`src/rtl/fir_requant_if.sv`:
```
// fir_requant_if: accumulator input stream, requantized output stream and saturation diagnostics.
interface fir_requant_if #(
    parameter int IW   = 46,
    parameter int OW   = 24,
    parameter int CNTW = 16
);
    logic signed [IW-1:0] s_axis_tdata;
    logic                 s_axis_tvalid;
    logic                 s_axis_tready;
    logic signed [OW-1:0] m_axis_tdata;
    logic                 m_axis_tvalid;
    logic                 m_axis_tready;
    logic                 m_axis_tuser;
    logic [CNTW-1:0]      sat_count;
    logic                 sat_clear;
    modport master (
        output s_axis_tdata, s_axis_tvalid, m_axis_tready, sat_clear,
        input  s_axis_tready, m_axis_tdata, m_axis_tvalid, m_axis_tuser, sat_count
    );
    modport slave (
        input  s_axis_tdata, s_axis_tvalid, m_axis_tready, sat_clear,
        output s_axis_tready, m_axis_tdata, m_axis_tvalid, m_axis_tuser, sat_count
    );
endinterface

```
`src/rtl/fir_requant.sv`:
```
// fir_requant: rounds off SHIFT fractional bits of the MAC accumulator, saturates to OW bits
// and counts saturated output samples; two-stage pipeline with backpressure.
module fir_requant #(
    parameter int IW         = 46,
    parameter int OW         = 24,
    parameter int SHIFT      = 16,
    parameter int ROUND_MODE = 2,
    parameter int CNTW       = 16
) (
    input logic         clk,
    input logic         rst,
    fir_requant_if.slave bus
);
    localparam int HS = SHIFT > 0 ? SHIFT - 1 : 0;
    localparam logic signed [IW:0] HALF = SHIFT > 0 ? (IW+1)'(1) << HS : '0;
    localparam logic signed [IW:0] ONE  = 1;
    localparam logic signed [IW:0] MAXV = {{(IW-OW+2){1'b0}}, {(OW-1){1'b1}}};
    localparam logic signed [IW:0] MINV = {{(IW-OW+2){1'b1}}, {(OW-1){1'b0}}};
    logic signed [IW:0] xe, lsb, r, r1, q;
    logic signed [OW-1:0] d, md;
    logic v1, mv, mu, adv1, adv2, sat_hi, sat_lo, hs_sat;
    logic [CNTW-1:0] cnt;
    always_comb begin
        adv2 = !mv || bus.m_axis_tready;
        adv1 = !v1 || adv2;
        xe   = {bus.s_axis_tdata[IW-1], bus.s_axis_tdata};
        lsb  = {{IW{1'b0}}, xe[SHIFT]};
        // convergent: bias is half-1, plus one more when the kept LSB is odd
        r = (SHIFT == 0 || ROUND_MODE == 0) ? xe :
            ROUND_MODE == 1 ? xe + HALF : xe + HALF - ONE + lsb;
        q      = r1 >>> SHIFT;
        sat_hi = q > MAXV;
        sat_lo = q < MINV;
        d = sat_hi ? {1'b0, {(OW-1){1'b1}}} : sat_lo ? {1'b1, {(OW-1){1'b0}}} : q[OW-1:0];
        hs_sat = mv && bus.m_axis_tready && mu;
    end
    always_ff @(posedge clk) begin
        if (rst) begin
            v1  <= 1'b0;
            r1  <= '0;
            mv  <= 1'b0;
            md  <= '0;
            mu  <= 1'b0;
            cnt <= '0;
        end else begin
            if (adv1) begin
                v1 <= bus.s_axis_tvalid;
                r1 <= r;
            end
            if (adv2) begin
                mv <= v1;
                md <= d;
                mu <= sat_hi || sat_lo;
            end
            cnt <= bus.sat_clear ? CNTW'(hs_sat) : (hs_sat && cnt != '1) ? cnt + 1'b1 : cnt;
        end
    end
    assign bus.s_axis_tready = adv1;
    assign bus.m_axis_tvalid = mv;
    assign bus.m_axis_tdata  = md;
    assign bus.m_axis_tuser  = mu;
    assign bus.sat_count     = cnt;
endmodule

```
`src/flat_wrapper.sv`:
```
// flat-port wrapper written by rule: the top's interface ports become plain ports
module fir_requant_flat 
#(
    parameter int IW         = 46,
    parameter int OW         = 24,
    parameter int SHIFT      = 16,
    parameter int ROUND_MODE = 2,
    parameter int CNTW       = 16
)
  (clk, rst, bus_s_axis_tdata, bus_s_axis_tvalid, bus_m_axis_tready, bus_sat_clear, bus_s_axis_tready, bus_m_axis_tdata, bus_m_axis_tvalid, bus_m_axis_tuser, bus_sat_count);
  fir_requant_if #(.IW(IW), .OW(OW), .CNTW(CNTW)) bus_i ();
  input logic clk;
  input logic rst;
  input wire logic [$bits(bus_i.s_axis_tdata)-1:0] bus_s_axis_tdata;
  input wire logic [$bits(bus_i.s_axis_tvalid)-1:0] bus_s_axis_tvalid;
  input wire logic [$bits(bus_i.m_axis_tready)-1:0] bus_m_axis_tready;
  input wire logic [$bits(bus_i.sat_clear)-1:0] bus_sat_clear;
  output wire logic [$bits(bus_i.s_axis_tready)-1:0] bus_s_axis_tready;
  output wire logic [$bits(bus_i.m_axis_tdata)-1:0] bus_m_axis_tdata;
  output wire logic [$bits(bus_i.m_axis_tvalid)-1:0] bus_m_axis_tvalid;
  output wire logic [$bits(bus_i.m_axis_tuser)-1:0] bus_m_axis_tuser;
  output wire logic [$bits(bus_i.sat_count)-1:0] bus_sat_count;
  assign bus_i.s_axis_tdata = bus_s_axis_tdata;
  assign bus_i.s_axis_tvalid = bus_s_axis_tvalid;
  assign bus_i.m_axis_tready = bus_m_axis_tready;
  assign bus_i.sat_clear = bus_sat_clear;
  assign bus_s_axis_tready = bus_i.s_axis_tready;
  assign bus_m_axis_tdata = bus_i.m_axis_tdata;
  assign bus_m_axis_tvalid = bus_i.m_axis_tvalid;
  assign bus_m_axis_tuser = bus_i.m_axis_tuser;
  assign bus_sat_count = bus_i.sat_count;
  fir_requant #(.IW(IW), .OW(OW), .SHIFT(SHIFT), .ROUND_MODE(ROUND_MODE), .CNTW(CNTW)) u_core (.clk(clk), .rst(rst), .bus(bus_i));
endmodule
```
`config.mk`:
```
export PLATFORM = sky130hd
export DESIGN_NAME = fir_requant_flat
export DESIGN_NICKNAME = d
export VERILOG_FILES = /design/src/rtl/fir_requant_if.sv /design/src/rtl/fir_requant.sv /design/src/flat_wrapper.sv
export SDC_FILE = /design/constraint.sdc
export NUM_CORES = 1
export LEC_CHECK = 0
export CORE_MARGIN = 2
export CORE_UTILIZATION = 45
export DETAILED_ROUTE_END_ITERATION = 7
export PLACE_DENSITY = 0.76
export SLEW_MARGIN = 15
export SYNTH_ARGS = -nofsm -noshare
export SYNTH_HDL_FRONTEND = slang
export SYNTH_SLANG_ARGS = --single-unit
```
`constraint.sdc`:
```
create_clock -name clk -period 2 [get_ports clk]
set_input_delay 0.3 -clock clk [delete_from_list [all_inputs] [get_ports clk]]
set_output_delay 0.3 -clock clk [all_outputs]
set_load 0.005 [all_outputs]
```
After elaboration in Yosys (flattened, before gate mapping)
Index checks and enable logic that the tools add are counted.
{"block": "op_classes", "n_eq_ne": 1, "n_reduce_logical": 10, "addsub": 4, "magnitude_cmp": 2, "n_mux": 4}
{"cell": "two-way mux 24 bit", "n": 2}
{"cell": "adder 46 x 17 -> 47 bit (second input constant)", "n": 1}
{"cell": "adder 47 x 2 -> 47 bit", "n": 1}
{"cell": "subtractor 47 x 2 -> 47 bit (second input constant)", "n": 1}
{"cell": "greater-than comparator 31 x 24 -> 1 bit (second input constant)", "n": 1}
{"cell": "< comparator 31 x 24 -> 1 bit (second input constant)", "n": 1}
{"cell": "adder 16 x 1 -> 16 bit (second input constant)", "n": 1}
{"cell": "!= test 16 bit (second input constant)", "n": 1}
{"cell": "logical AND 1 bit", "n": 3}
{"cell": "logical OR 1 bit", "n": 3}
{"cell": "zero test 1 bit", "n": 2}
{"cell": "two-way mux 1 bit", "n": 2}
{"cell": "nonzero test 2 bit", "n": 1}
{"cell": "OR reduction 2 bit", "n": 1}
{"block": "word_totals", "output_inout_bits": 43, "word_cells": 28, "register_bits": 90, "input_bits": 51}

Depth between registers and ports, before layout
{"block": "logic_depth", "word_depth": 5, "ltp_mapped": 7, "mapped_depth_nobuf": 5}

Worst setup path before layout
OpenSTA, ideal clock, no wires.
{"block": "synth_path", "path_type": "flip-flop to flip-flop", "from": "register u_core.cnt[0], in the netlist u_core.bus.sat_count[0]", "to": "register u_core.cnt[0], in the netlist u_core.bus.sat_count[0]", "path_stages_with_launch": 6, "required_time_ns": 1.867, "t_arrival_ns": 1.514, "n_path_buf": 0, "setup_time_ns": 0.133, "period_less_slack_ns": 1.647, "slack_ns": 0.353, "path_cell_list": "dfxtp_1 -> ha_1 -> nand2_1 -> or4_1 -> o21ai_0 -> a31oi_1"}
{"block": "synth_between", "elab_chain_len": 3, "elab_cells_between_ends": 6, "cone_classes": "add/sub: 1; eq/ne: 1; mux: 2; reduce/logical: 2"}
{"element": "from (decl)", "line": "fir_requant.sv:22", "source": "logic [CNTW-1:0] cnt;"}
{"element": "from (signal assigned)", "line": "fir_requant.sv:55", "source": "cnt <= bus.sat_clear ? CNTW'(hs_sat) : (hs_sat && cnt != '1) ? cnt + 1'b1 : cnt;"}
{"element": "adder 16 x 1 -> 16 bit / != test 16 bit (equally long branches)", "line": "fir_requant.sv:55"}
{"element": "two-way mux 1 bit / logical AND 1 bit (equally long branches)", "line": "fir_requant.sv:55"}
{"element": "two-way mux 1 bit / nonzero test 2 bit (equally long branches)"}
Several ways; a longest one is shown, not always the timed one. The select of a mux whose other input is x is not followed.
A chain may end at the register's enable or synchronous reset.

Worst setup path after layout
{"block": "layout_path", "from": "register u_core.mv, in the netlist u_core.bus.m_axis_tvalid", "to": "output port bus_s_axis_tready"}
{"block": "layout_between", "elab_chain_len": 3}
{"element": "from (decl)", "line": "fir_requant.sv:21", "source": "logic v1, mv, mu, adv1, adv2, sat_hi, sat_lo, hs_sat;"}
{"element": "from (signal assigned)", "line": "fir_requant.sv:51", "source": "mv <= v1;"}
{"element": "zero test 1 bit", "line": "fir_requant.sv:24", "source": "adv2 = !mv || bus.m_axis_tready;"}
{"element": "logical OR 1 bit", "line": "fir_requant.sv:24"}
{"element": "logical OR 1 bit", "line": "fir_requant.sv:25", "source": "adv1 = !v1 || adv2;"}
{"element": "to (decl)", "line": "flat_wrapper.sv:18", "source": "output wire logic [$bits(bus_i.s_axis_tready)-1:0] bus_s_axis_tready;"}
Every way passes these cells.

==> flow_metrics.tcl <==
set metrics [dict create \
    port-buffer-count 93 \
    dieArea_mm2 0.00912 \
    io_pins 94 \
    r2r-start "u_core.bus.sat_count[6]" \
    gp_congestion 0.932 \
    ant_nets 0 \
    first_pass_iters 5 \
    first_iter_violations 218 \
    syn_area_mm2 0.00377 \
    synthFlopType "dfxtp_1" \
    ctsHoldBuffers 0 \
    die_y_um 95.5 \
    path_cells "and3b_1, inv_2, clkdlybuf4s50_1" \
    synthTopCellsByArea "dfxtp_1 39%, a211oi_1 4.6%, nand2_1 4.6%" \
    cap_violations 0 \
    worstSetupEndpointType "output pin" \
    hold_viol_final 0 \
    start_util 0.461 \
    final_layout_size_suffix_gt1_frac 0.148 \
    crit_arrival_ns 1.62 \
    track_usage 0.243 \
    drc 0 \
    clkTransAtPathRegs_ns 0.08 \
    cts_tree "built" \
    slew_viol_final 0 \
    seqPwrFrac 0.475 \
    worst_pin_slew_ns 0.612 \
    utilization 0.648 \
    min_from "rst" \
    area_growth_pct 40.6 \
    insertion_delay_ns 0.35 \
    grt_pass1_wl_mm 17.6 \
    pre_cts_ws_ns -0.162 \
    finClkSkew_ns 0.0149 \
    ir_worst_vdd_v 0.000328 \
    synth_edf_count 0 \
    synth_seq_cells 74 \
    yosysWarnings 0 \
    final_cells 686 \
    synth_top_area_frac 0.393 \
    hpwl_mm 7.68 \
    report.final.setup_viol 0 \
    cts_buffer_depth 2 \
    drt-total-wl_mm 10.4 \
    cts.sinks 74 \
    numCtsBuffers 9 \
    syn_nets 507 \
    syn_avg_cell_area_um2 8.28 \
    num_rows 33 \
    cellPowerDensity_mw_per_mm2 645 \
    crit_required_ns 1.70 \
    via_count 4011 \
    reg2reg_to "u_core.bus.sat_count[0]" \
    min_to "u_core.bus.sat_count[0]" \
    r2r_slack_ns 0.17 \
    antenna_found_initial 0 \
    p_leak_nw 1.93 \
    antenna_cells 0 \
    min_path_type "primary input to flip-flop" \
    viasPerCell 5.85 \
    synthCells 455 \
    post-route-worst-setup-slack_ns 0.0825 \
    cts_root_buf "clkbuf_8" \
    start_kind "flip-flop" \
    cp_slowest_cell "dfxtp_1" \
    placeableCoreArea_mm2 0.00818 \
    dpl_cell_area_mm2 0.00508 \
    overflow 0 \
    p_int_mw 2.59 \
    status "finished, final reports clean" \
    detail_route.wl_per_cell_um 15.2 \
    cp_max_fo 6 \
    dpl.cell_count 670 \
    switchingPower_uw 823 \
    combPwrFrac 0.152 \
    nets 628 \
    fp.dieW_um 95.5 \
    critPathMaxStageDelay_ns 0.47 \
    max_freq_ghz 0.522 \
    grt_max_degree 58 \
    timing.final.crit_share 0.959 \
    hold_path_depth 2 \
    relSlewSlack 0.592 \
    whs_ns 0.159 \
    reg2reg_depth 4 \
    rsz0062_at_grt "no" \
    ys_seq_area_frac 0.393 \
    final_area_mm2 0.00530 \
    period_needed_ns 1.92 \
    htree_levels 3 \
    synth_largest_area_cell "dfxtp_1" \
    first_global_vias 3803 \
    swShare 0.241 \
    critPathKind "flip-flop to output pin" \
    ys_types 54 \
    clockPowerShare 0.373 \
    async_flop_share 0 \
]
## how the worst max path moves through the flow
stage / startpoint / to / cells past startpoint
after floorplan: u_core.bus.sat_count[0] / u_core.bus.sat_count[0] / 5
after global routing: u_core.bus.m_axis_tvalid / bus_s_axis_tready / 3
after global placement: bus_m_axis_tready / u_core.bus.sat_count[9] / 6
after CTS: u_core.bus.m_axis_tvalid / bus_s_axis_tready / 3
final: u_core.bus.m_axis_tvalid / bus_s_axis_tready / 3
after detailed placement: bus_m_axis_tready / u_core.bus.sat_count[9] / 6
## metrics by stage
stage | TNS, ns | total power [mW]
after floorplan | 0 | 1.85
after global placement | -0.849 | 2.16
after detailed placement | -1.13 | 2.17
after CTS | 0 | 3.43
after global routing | 0 | 3.55
final | 0 | 3.41
## layer usage
layer,GRT usage,routed length [um],part of all wire,up-vias
met5,0,0,0,-
met4,0.0905,129,0.012,0
met3,0.0340,680,0.065,16
met2,0.401,4980,0.48,150
met1,0.321,4630,0.44,1874
li1,-,-,-,1971
## worst max-delay path: cells and delay by family, from the launching register on
| kind | cells | cell delay (ns) |
|---|---|---|
| buffers and inverters | 2 | 0.54 |
| DFF | 1 | 0.47 |
| and+or+nand+nor | 1 | 0.27 |
## cell usage in the layout, fill, tap and decap left out, drive strengths merged, types with 2 or more instances in the layout
master / instances
a211oi: 23
a21oi: 28
a311oi: 6
a31oi: 14
and2: 2
and3: 4
and4: 15
buf: 53
bufinv: 2
clkbuf: 11
clkdlybuf4s50: 91
clkinv: 2
dfxtp: 74
inv: 10
nand2: 46
nand3: 31
nand4: 15
nor2: 40
nor3: 12
nor4: 23
nor4b: 2
o2111ai: 2
o211ai: 16
o21a: 2
o21ai: 9
o31ai: 4
o41ai: 3
or3: 7
or4: 7
xnor2: 3
xor2: 7
## area by class of cell
type / count / area (um^2)
sequential: 74 / 1480
clock inverter: 5 / 77.6
multi-input combinational: 336 / 2100
inverter: 10 / 37.5
timing repair buffer: 145 / 1330
clock buffer: 11 / 141
tap: 105 / 131
fill: 719 / 2880
## cell usage after synthesis (7+ instances only)
cell and instances:
clkbuf_1 22, or4_1 7, xor2_1 7, nor4_1 17, nand3_1 28, nand2_1 46, dfxtp_1 74, a211oi_1 23
nor2_1 40, o21ai_0 8, nand4_1 11, buf_2 11, o211ai_1 16, a31oi_1 14, nor3_1 12, inv_1 10
a21oi_1 28, and4_1 15
## state kept, by name (all words and copies together) (netlist names)
| name | cells |
|---|---|
| u_core.bus.m_axis_tdata | 24 |
| u_core.bus.m_axis_tuser | 1 |
| u_core.bus.m_axis_tvalid | 1 |
| u_core.bus.sat_count | 16 |
| u_core.r1 | 31 |
| u_core.v1 | 1 |
## logic make-up (layout without fill, tap and decap cells)
logic type	after synthesis	in the layout	share of synthesized area
adder cells (fa/ha/maj)	1	1	0.00332
flip-flops	74	74	0.393
multiplexers	1	1	0.00266
AO/OA/AOI/OAI	113	113	0.203
AND/OR/NAND/NOR	211	211	0.323
XOR/XNOR	10	10	0.0232
buffers and inverters	45	171	0.0515
## power by group through the flow
stage / clock (mW) / combinational [mW] / sequential (mW)
global placement: 0 / 0.506 / 1.65
finish: 1.27 / 0.518 / 1.62
CTS: 1.29 / 0.520 / 1.62
detailed placement: 0 / 0.518 / 1.65
global route: 1.35 / 0.566 / 1.63
floorplan: 0 / 0.205 / 1.64
## timing repair
item,CTS,global route
resized for setup,2,0
setup endpoints to repair,1,0
setup buffers,0,0
Power figures use the tool's default switching activity.
